==> src/rtl/knn_pkg.sv <==
// Shared types and constants for the KNN board front-end.
package knn_pkg;
  typedef enum logic [1:0] {IDLE, ARM, RUN} state_t;

  localparam int CLASS   = 0;
  localparam int KMODE   = 1;
  localparam int LAT_LSB = 2;

  localparam int LAT_MAX = 63;
  localparam int COORD_W = 8;
  localparam int CNT_W   = 8;

  // Button slots in the packed command vector
  localparam int NUM_BTN    = 4;
  localparam int BTN_LOAD_X = 0;
  localparam int BTN_LOAD_Y = 1;
  localparam int BTN_START  = 2;
  localparam int BTN_TOGGLE = 3;
endpackage

==> src/rtl/btn_edge.sv <==
// Rising-edge detector: one-cycle pulse per low-to-high button transition.
module btn_edge (
  input  logic clk,
  input  logic reset,
  input  logic btn,
  output logic pulse
);
  logic prev;

  always_ff @(posedge clk) begin
    if (reset) prev <= 1'b0;
    else       prev <= btn;
  end

  assign pulse = btn & ~prev;
endmodule

==> src/rtl/knn_session_ctrl.sv <==
// Session sequencer: button commands, query/K registers, one engine run per
// start, result and latency latching, LED status word.
module knn_session_ctrl
  import knn_pkg::*;
#(
  parameter int TIMEOUT_CYCLES = 255,
  parameter int LAT_W          = 6
) (
  input  logic               clk,
  input  logic               reset,
  input  logic [COORD_W-1:0] switches,
  input  logic               btn_load_x,
  input  logic               btn_load_y,
  input  logic               btn_start,
  input  logic               btn_toggle_k,
  output logic [COORD_W-1:0] query_x,
  output logic [COORD_W-1:0] query_y,
  output logic               k_sel,
  output logic               eng_start,
  input  logic               eng_done,
  input  logic               eng_class,
  output logic               busy,
  output logic               err,
  output logic [7:0]         leds
);
  localparam logic [CNT_W:0] TMO     = (CNT_W+1)'(TIMEOUT_CYCLES);
  localparam logic [CNT_W:0] LAT_SAT = (CNT_W+1)'(LAT_MAX);

  logic [NUM_BTN-1:0] btn_lvl, cmd;
  state_t             state, state_nxt;
  logic [CNT_W-1:0]   cnt;
  logic [CNT_W:0]     cnt_inc;
  logic               idle, timeout;
  logic               class_q;
  logic [LAT_W-1:0]   lat_q;

  assign btn_lvl = {btn_toggle_k, btn_start, btn_load_y, btn_load_x};

  for (genvar i = 0; i < NUM_BTN; i++) begin : g_btn
    btn_edge u_edge (
      .clk   (clk),
      .reset (reset),
      .btn   (btn_lvl[i]),
      .pulse (cmd[i])
    );
  end

  // cnt_inc is the latency if done lands this cycle; one bit wider so it never wraps
  assign cnt_inc = {1'b0, cnt} + 1'b1;
  assign timeout = (cnt_inc == TMO);
  assign idle    = (state == IDLE);

  always_ff @(posedge clk) begin
    if (reset) state <= IDLE;
    else       state <= state_nxt;
  end

  always_comb begin
    state_nxt = state;
    case (state)
      IDLE:    if (cmd[BTN_START]) state_nxt = ARM;
      ARM:     state_nxt = RUN;
      RUN:     if (eng_done || timeout) state_nxt = IDLE;
      default: state_nxt = IDLE;
    endcase
  end

  always_ff @(posedge clk) begin
    if (reset) begin
      query_x <= '0;
      query_y <= '0;
      k_sel   <= 1'b0;
      cnt     <= '0;
      class_q <= 1'b0;
      lat_q   <= '0;
      err     <= 1'b0;
    end else begin
      // Loads and toggle share the start edge, so the engine sees them in ARM
      if (idle) begin
        if (cmd[BTN_LOAD_X]) query_x <= switches;
        if (cmd[BTN_LOAD_Y]) query_y <= switches;
        if (cmd[BTN_TOGGLE]) k_sel   <= ~k_sel;
      end
      case (state)
        ARM: cnt <= '0;
        RUN: begin
          cnt <= cnt_inc[CNT_W-1:0];
          if (eng_done) begin
            class_q <= eng_class;
            lat_q   <= (cnt_inc > LAT_SAT) ? LAT_W'(LAT_MAX) : cnt_inc[LAT_W-1:0];
            err     <= 1'b0;
          end else if (timeout) begin
            lat_q <= LAT_W'(LAT_MAX);
            err   <= 1'b1;
          end
        end
        default: ;
      endcase
    end
  end

  assign eng_start = (state == ARM);
  assign busy      = ~idle;

  always_comb begin
    leds                      = '0;
    leds[CLASS]               = class_q;
    leds[KMODE]               = k_sel;
    leds[LAT_LSB +: LAT_W]    = lat_q;
  end
endmodule

==> config.mk <==
export PLATFORM = sky130hd
export DESIGN_NAME = knn_session_ctrl
export DESIGN_NICKNAME = d
export VERILOG_FILES = /design/src/rtl/knn_pkg.sv /design/src/rtl/btn_edge.sv /design/src/rtl/knn_session_ctrl.sv
export SDC_FILE = /design/constraint.sdc
export NUM_CORES = 1
export LEC_CHECK = 0
export ABC_AREA = 1
export CAP_MARGIN = 40
export CORE_ASPECT_RATIO = 1.4
export CORE_MARGIN = 3
export CORE_UTILIZATION = 35
export CTS_CLUSTER_SIZE = 10
export DETAILED_ROUTE_END_ITERATION = 6
export GPL_ROUTABILITY_DRIVEN = 0
export PLACE_DENSITY = 0.59
export SLEW_MARGIN = 5
export SYNTH_ARGS = -nofsm -noshare
export SYNTH_HDL_FRONTEND = slang
export SYNTH_SLANG_ARGS = --single-unit
==> constraint.sdc <==
create_clock -name clk -period 3.55 [get_ports clk]
set_clock_uncertainty 0.1 [all_clocks]
set_input_delay 0.71 -clock clk [delete_from_list [all_inputs] [get_ports clk]]
set_output_delay 0.71 -clock clk [all_outputs]
set_load 0.05 [all_outputs]
==> results of run 1 <==
[layout make-up]
type / count / share of cell area [%]
clock buffers: 6 / 3.38
clock inverters: 2 / 1.43
inverters: 31 / 4.86
multi-input cells: 177 / 36.9
flip-flops and latches: 39 / 31.9
well taps: 64 / 3.27
repair buffers: 45 / 18.2
[cell families (layout without fill, tap and decap cells)]
group / after synthesis / in the layout / synth area share [%]
DFF: 39 / 39 / 42.6
adders and majority gates: 5 / 5 / 3.41
buffers and inverters: 36 / 84 / 8.12
and+or+nand+nor: 138 / 138 / 36.0
AOI/OAI and AO/OA: 34 / 34 / 9.83
[final timing paths]
kind	from	endpoint	slack [ns]	cells past startpoint
worst max-delay path	state[0]	busy	0.86	4
worst min-delay path	err	err	0.35	2
worst max register to register	cnt[0]	lat_q[3]	1.58	11
worst min register to register	err	err	0.35	2
[Yosys cell counts]
master	instances	area (um^2)
sky130_fd_sc_hd__nand3_1	22	110
sky130_fd_sc_hd__nand2_2	6	37.5
sky130_fd_sc_hd__dfxtp_1	39	781
sky130_fd_sc_hd__clkbuf_4	1	7.51
sky130_fd_sc_hd__nor2_4	4	45.0
sky130_fd_sc_hd__ha_1	5	62.6
sky130_fd_sc_hd__nor3_1	4	20.0
sky130_fd_sc_hd__nand2_4	1	11.3
sky130_fd_sc_hd__o21ai_0	19	95.1
sky130_fd_sc_hd__nand3b_1	1	7.51
sky130_fd_sc_hd__nand4_4	1	21.3
sky130_fd_sc_hd__nand2_1	38	143
sky130_fd_sc_hd__inv_2	1	3.75
sky130_fd_sc_hd__inv_4	1	6.26
sky130_fd_sc_hd__nand3_2	5	50.1
sky130_fd_sc_hd__a21oi_1	13	65.1
sky130_fd_sc_hd__o21ai_2	1	8.76
sky130_fd_sc_hd__nor2_1	54	203
sky130_fd_sc_hd__o21bai_2	1	11.3
sky130_fd_sc_hd__clkbuf_1	2	7.51
sky130_fd_sc_hd__buf_4	2	15.0
sky130_fd_sc_hd__inv_1	29	109
sky130_fd_sc_hd__nor2_2	2	12.5
[worst min-delay path: cells and delay by family (launching register included)]
kind	cells	cell delay, ns
compound gates	1	0.05
flops	1	0.31
buf+inv	1	0.05
[state kept, by name, indices dropped and copies added, names as in the netlist]
name,flops
query_y,8
cnt,8
query_x,8
lat_q,6
g_btn.u_edge.prev,4
class_q,1
k_sel,1
err,1
state,2
[report_power, final]
part           internal (W)  switching (W)  total, W
clock              0.000227       0.000152  0.000380
combinational      0.000240       0.000521  0.000761
sequential         0.000520      0.0000453  0.000565
[layer usage]
layer	vias up	global-route usage, %	part of all wire, %
li1	890	-	-
met1	747	16.4	42
met2	35	25.9	51
met3	4	4.53	5.9
met4	0	4.06	0.70
met5	-	0	0
[through the flow]
step	worst slack [ns]	instance area, um^2
after floorplan	1.69	1830
after global placement	1.07	2330
after detailed placement	1.00	2330
after CTS	0.831	2450
after global routing	0.733	2450
final	0.859	2450
==> key figures, run 1 <==
Final layout
  – Share of cells above drive strength 1: 11.0%
  – Post-layout utilization of the core: slightly below 50%
  – Antenna diode count: 0
  – Non-Filler Instances: 364
  – Most frequent standard cell in the layout excluding fill and tap cells: sky130_fd_sc_hd__nor2_1
  – Post-synthesis to final-layout area growth: 33.4%
  – Post-layout nets: 320
  – Number of inserted filler cells in the final layout: 516
  – Register area: 781 um^2
  – Commonest non-fill, non-tap cells in the layout: sky130_fd_sc_hd__nor2_1, sky130_fd_sc_hd__clkdlybuf4s50_1, sky130_fd_sc_hd__dfxtp_1
  – Multi-input gate area: 903 um^2

Drt
  – Drt first pass iters: 4
  – Wire length per cell: 11.7 um
  – Antenna Nets Post-Route: 0
  – Total number of vias: between 1500 and 2000
  – Total detailed-routing wirelength: 4260 um
  – Initial DRC Count: 53
  – DRC violations left: 0
  – Routed vias/inst: 4.60

Die
  – Row count: 30
  – Initial standard-cell utilization of the core: 37.0%
  – Die ar.: 6150 um^2
  – Core Box Area: around 5000 um^2
  – Die width: 67.2 um
  – Boundary Pins: 44
  – DIE HEIGHT: just over 90 um

CTS
  – Clock sink count: 39
  – CTS H-tree lvls: 2
  – CTS clock-pin slew for the worst setup and hold paths: 0.07 ns
  – Clock tree from TritonCTS: done
  – Number of buffers on the longest clock path: 2
  – Clock insertion delay at the later pin of the skew report: 0.28 ns
  – Cell chosen for the clock root: sky130_fd_sc_hd__clkbuf_8
  – Cts repair resizes: 0
  – Post-CTS repair timing setup buffer count: 0
  – Total of hold buffers inserted after clock tree synthesis: 0
  – CTS buffer count: 5

STA
  – Setup TNS: 0 ns
  – Setup repair after global routing missed its margin: no
  – Final period util: 75.8%
  – Max-slew violation count: 0
  – Endpoints failing setup: 0
  – Hold slack final: 0.355 ns
  – Period minus WS final: 2.69 ns
  – Number of failing hold endpoints at the final stage: 0
  – Maximum operating frequency: ~370 MHz
  – Tightest slew margin relative to the limit: around 53%
  – Tightest Pin Transition: 0.706 ns

Power and ir drop
  – Static Leak: 1.04 nW
  – Power per unit of standard cell area: 697 nW/um^2
  – Worst-case vdd ir drop: 0.475 mV
  – Overall power consumption: 0.00171 W

Synth
  – Cell area after synthesis: 1830 um^2
  – Cell variety after synth: 23
  – Mean cell area of the mapped netlist: 7.27 um^2
  – Nets in the synthesized netlist: between 200 and 300
  – Portion of the post-synthesis area used by sequential elements: 42.6%
  – Synthesized flop and latch total: 39
  – Number of warning messages in the yosys log: 0
  – Synth Instances: 252

Job
  – Max-cap viol count: 0

Placement
  – Number of placed cells counting well taps: 356
  – Post-DP HPWL: approximately 3200 um
  – Buffers added on ports: 43

Worst setup path
  – Worst path cell trace: inv_1 -> ha_1 -> inv_1 -> clkdlybuf4s50_1
  – Startpoint types: flip-flop
  – Top Family by Delay on Critical Path: buffers and inverters
  – Worst Setup End Kind: primary output
  – Required time of the worst setup path: ~2.7 ns
  – Most prevalent standard cell on the critical path: sky130_fd_sc_hd__inv_1
  – Peak per-stage delay on the critical path: a little over 0.8 ns
  – Data arrival time of the critical path: 1.88 ns
  – CP Max Fanout: 5
  – Type of the worst setup path: reg -> out
  – Worst Path Buf+Inv: 3
  – Critical Path Slowest Stage Cell: sky130_fd_sc_hd__clkdlybuf4s50_1

Status
  – Result of the run: finished, final reports clean

Hold path
  – Path category of the worst min-delay check: reg -> reg

Global routing
  – Pin count of the biggest net entering global routing: 28
  – Wire length of the first global-routing pass: around 7000 um
  – Initial antenna violation count: 0
  – Number of global-route vias before repair: 1664
  – Overall Global Routing Usage: roughly 15%
  – Aggregate global routing overflow: 0
(Power assumes the default switching activity.)
==> run 2, diff against run 1 <==
Clock period 3.55 ns to 2.6 ns, I/O delays scaled along.
==> key figures, run 2 (synthesized netlist as in run 1, its figures left out) <==
Status
  – Result of the run: finished, final reports clean

CTS
  – CTS buffer count: 5 (unchanged)
  – Post-CTS repair timing setup buffer count: 0 (unchanged)
  – Total of hold buffers inserted after clock tree synthesis: 0 (unchanged)
  – CTS clock-pin slew for the worst setup and hold paths: 0.08 ns (about the same)
  – Clock tree from TritonCTS: done
  – Cell chosen for the clock root: sky130_fd_sc_hd__clkbuf_8
  – Clock insertion delay at the later pin of the skew report: 0.29 ns (about the same)
  – Clock sink count: 39 (unchanged)
  – Number of buffers on the longest clock path: 2 (unchanged)
  – Cts repair resizes: 0 (unchanged)
  – CTS H-tree lvls: 2 (unchanged)

Placement
  – Post-place setup slack: 0.406 ns (-0.598 ns)
  – Number of placed cells counting well taps: 358 (+0.56%)
  – Post-DP HPWL: 3240 um (+0.21%)
  – Buffers added on ports: 43 (unchanged)

Worst setup path
  – Peak per-stage delay on the critical path: 0.82 ns (about the same)
  – CP Max Fanout: 5 (unchanged)
  – Type of the worst setup path: reg -> out
  – Worst path cell trace: inv_1 -> ha_1 -> inv_1 -> clkdlybuf4s50_1
  – Required time of the worst setup path: 1.98 ns (-0.76 ns)
  – Data arrival time of the critical path: 1.87 ns (about the same)
  – Worst Setup End Kind: primary output
  – Critical Path Slowest Stage Cell: sky130_fd_sc_hd__clkdlybuf4s50_1
  – Most prevalent standard cell on the critical path: sky130_fd_sc_hd__inv_1
  – Startpoint types: flip-flop

Drt
  – Routed vias/inst: 4.67 (+1.4%)
  – Antenna Nets Post-Route: 0 (unchanged)
  – Total number of vias: 1709 (+2.0%)
  – Drt first pass iters: 4 (unchanged)
  – Total detailed-routing wirelength: 4350 um (+2.2%)
  – DRC violations left: 0 (unchanged)
  – Initial DRC Count: 87 (+64%)
  – Wire length per cell: 11.9 um (+1.6%)

Die
  – Core Box Area: 4950 um^2 (unchanged)
  – Initial standard-cell utilization of the core: 37.0% (unchanged)
  – Row count: 30 (unchanged)
  – Boundary Pins: 44 (unchanged)
  – Die ar.: 6150 um^2 (unchanged)
  – DIE HEIGHT: 91.6 um (unchanged)
  – Die width: 67.2 um (unchanged)

Final layout
  – Largest registers in the final layout: cnt x8, query_x x8, query_y x8
  – Post-layout nets: 322 (+0.63%)
  – Most frequent standard cell in the layout excluding fill and tap cells: sky130_fd_sc_hd__nor2_1
  – Share of cells above drive strength 1: 11.6% (+0.59 points)
  – Antenna diode count: 0 (unchanged)
  – Register area: 781 um^2 (unchanged)
  – Multi-input gate area: 903 um^2 (unchanged)
  – Number of inserted filler cells in the final layout: 524 (+1.6%)
  – Non-Filler Instances: 366 (+0.55%)
  – Commonest non-fill, non-tap cells in the layout: sky130_fd_sc_hd__nor2_1, sky130_fd_sc_hd__clkdlybuf4s50_1, sky130_fd_sc_hd__dfxtp_1
  – Post-synthesis to final-layout area growth: 33.5% (about the same)

Power and ir drop
  – Power per unit of standard cell area: 927 nW/um^2 (+33%)
  – Worst-case vdd ir drop: 0.489 mV (+3.0%)
  – Overall power consumption: 0.00227 W (+33%)
  – Static Leak: 1.04 nW (-0.11%)

Global routing
  – Number of global-route vias before repair: 1740 (+4.6%)
  – Pin count of the biggest net entering global routing: 28 (unchanged)
  – Aggregate global routing overflow: 0 (unchanged)
  – Overall Global Routing Usage: 15.7% (+1.0 points)
  – Initial antenna violation count: 0 (unchanged)
  – Wire length of the first global-routing pass: 7600 um (+6.5%)

STA
  – Hold slack final: 0.353 ns (-0.00184 ns)
  – Setup repair after global routing missed its margin: no
  – Setup TNS: 0 ns (unchanged)
  – Tightest slew margin relative to the limit: 65.5% (+13 points)
  – Tightest Pin Transition: 0.515 ns (-0.190 ns)
  – Least setup slack across all paths after layout: 0.106 ns (-0.753 ns)
  – Period minus WS final: approximately 2.5 ns
  – Endpoints failing setup: 0 (unchanged)
  – Maximum operating frequency: 401 MHz
  – Final period util: 95.9%
  – Number of failing hold endpoints at the final stage: 0 (unchanged)
  – Max-slew violation count: 0 (unchanged)

Job
  – Max-cap viol count: 0 (unchanged)

Hold path
  – Path category of the worst min-delay check: reg -> reg
==> run 2: changes by cell type in the layout (fill, tap and decap cells not counted), sizes merged <==
| cell | delta |
|---|---|
| buf | +2 |
| clkbuf | +1 |
| clkinvlp | +1 |
| bufinv | -1 |
| clkinv | -1 |
==> run 2: layout make-up <==
type / count / share of cell area [%]
clock buffers: 7 / 3.94
clock inverters: 1 / 0.307
inverters: 31 / 4.86
multi-input cells: 177 / 36.9
flip-flops and latches: 39 / 31.9
well taps: 64 / 3.27
repair buffers: 47 / 18.8
==> run 2: critical path: cells and delay by family (launching register included) <==
family | cells | cell delay, ns
fa+ha+maj | 1 | 0.21
buf+inv | 3 | 1.02
flops | 1 | 0.35
==> run 2: worst paths after layout <==
path	cells after the start	from	endpoint	slack, ns
worst min-delay path	2	err	err	0.35
worst max-delay path	4	state[0]	busy	0.11
worst min register to register	2	err	err	0.35
worst max register to register	11	cnt[1]	lat_q[3]	0.64
==> run 2: through the flow <==
step / area (um^2) / utilization, %
after floorplan: 1830 / -
after global routing: 2450 / 49.4
final: 2450 / 49.4
after CTS: 2450 / 49.4
after detailed placement: 2340 / 47.3
after global placement: 2340 / 47.3
==> run 2: where the power goes <==
part           internal [W]  switching, W  leakage (nW)
Combinational      0.000330      0.000715         0.671
Clock              0.000241      0.000216        0.0505
Sequential         0.000710     0.0000573         0.320
Total               0.00128      0.000989          1.04
==> run 2: routing by layer <==
metal  vias up  wire (um)  part of all wire, %  track usage (%)
met4         0         68                  1.6             5.41
met5         -          0                    0                0
met3         5        232                  5.3             4.53
met1       772       1900                   44             18.0
li1        896          -                    -                -
met2        36       2150                   49             27.1
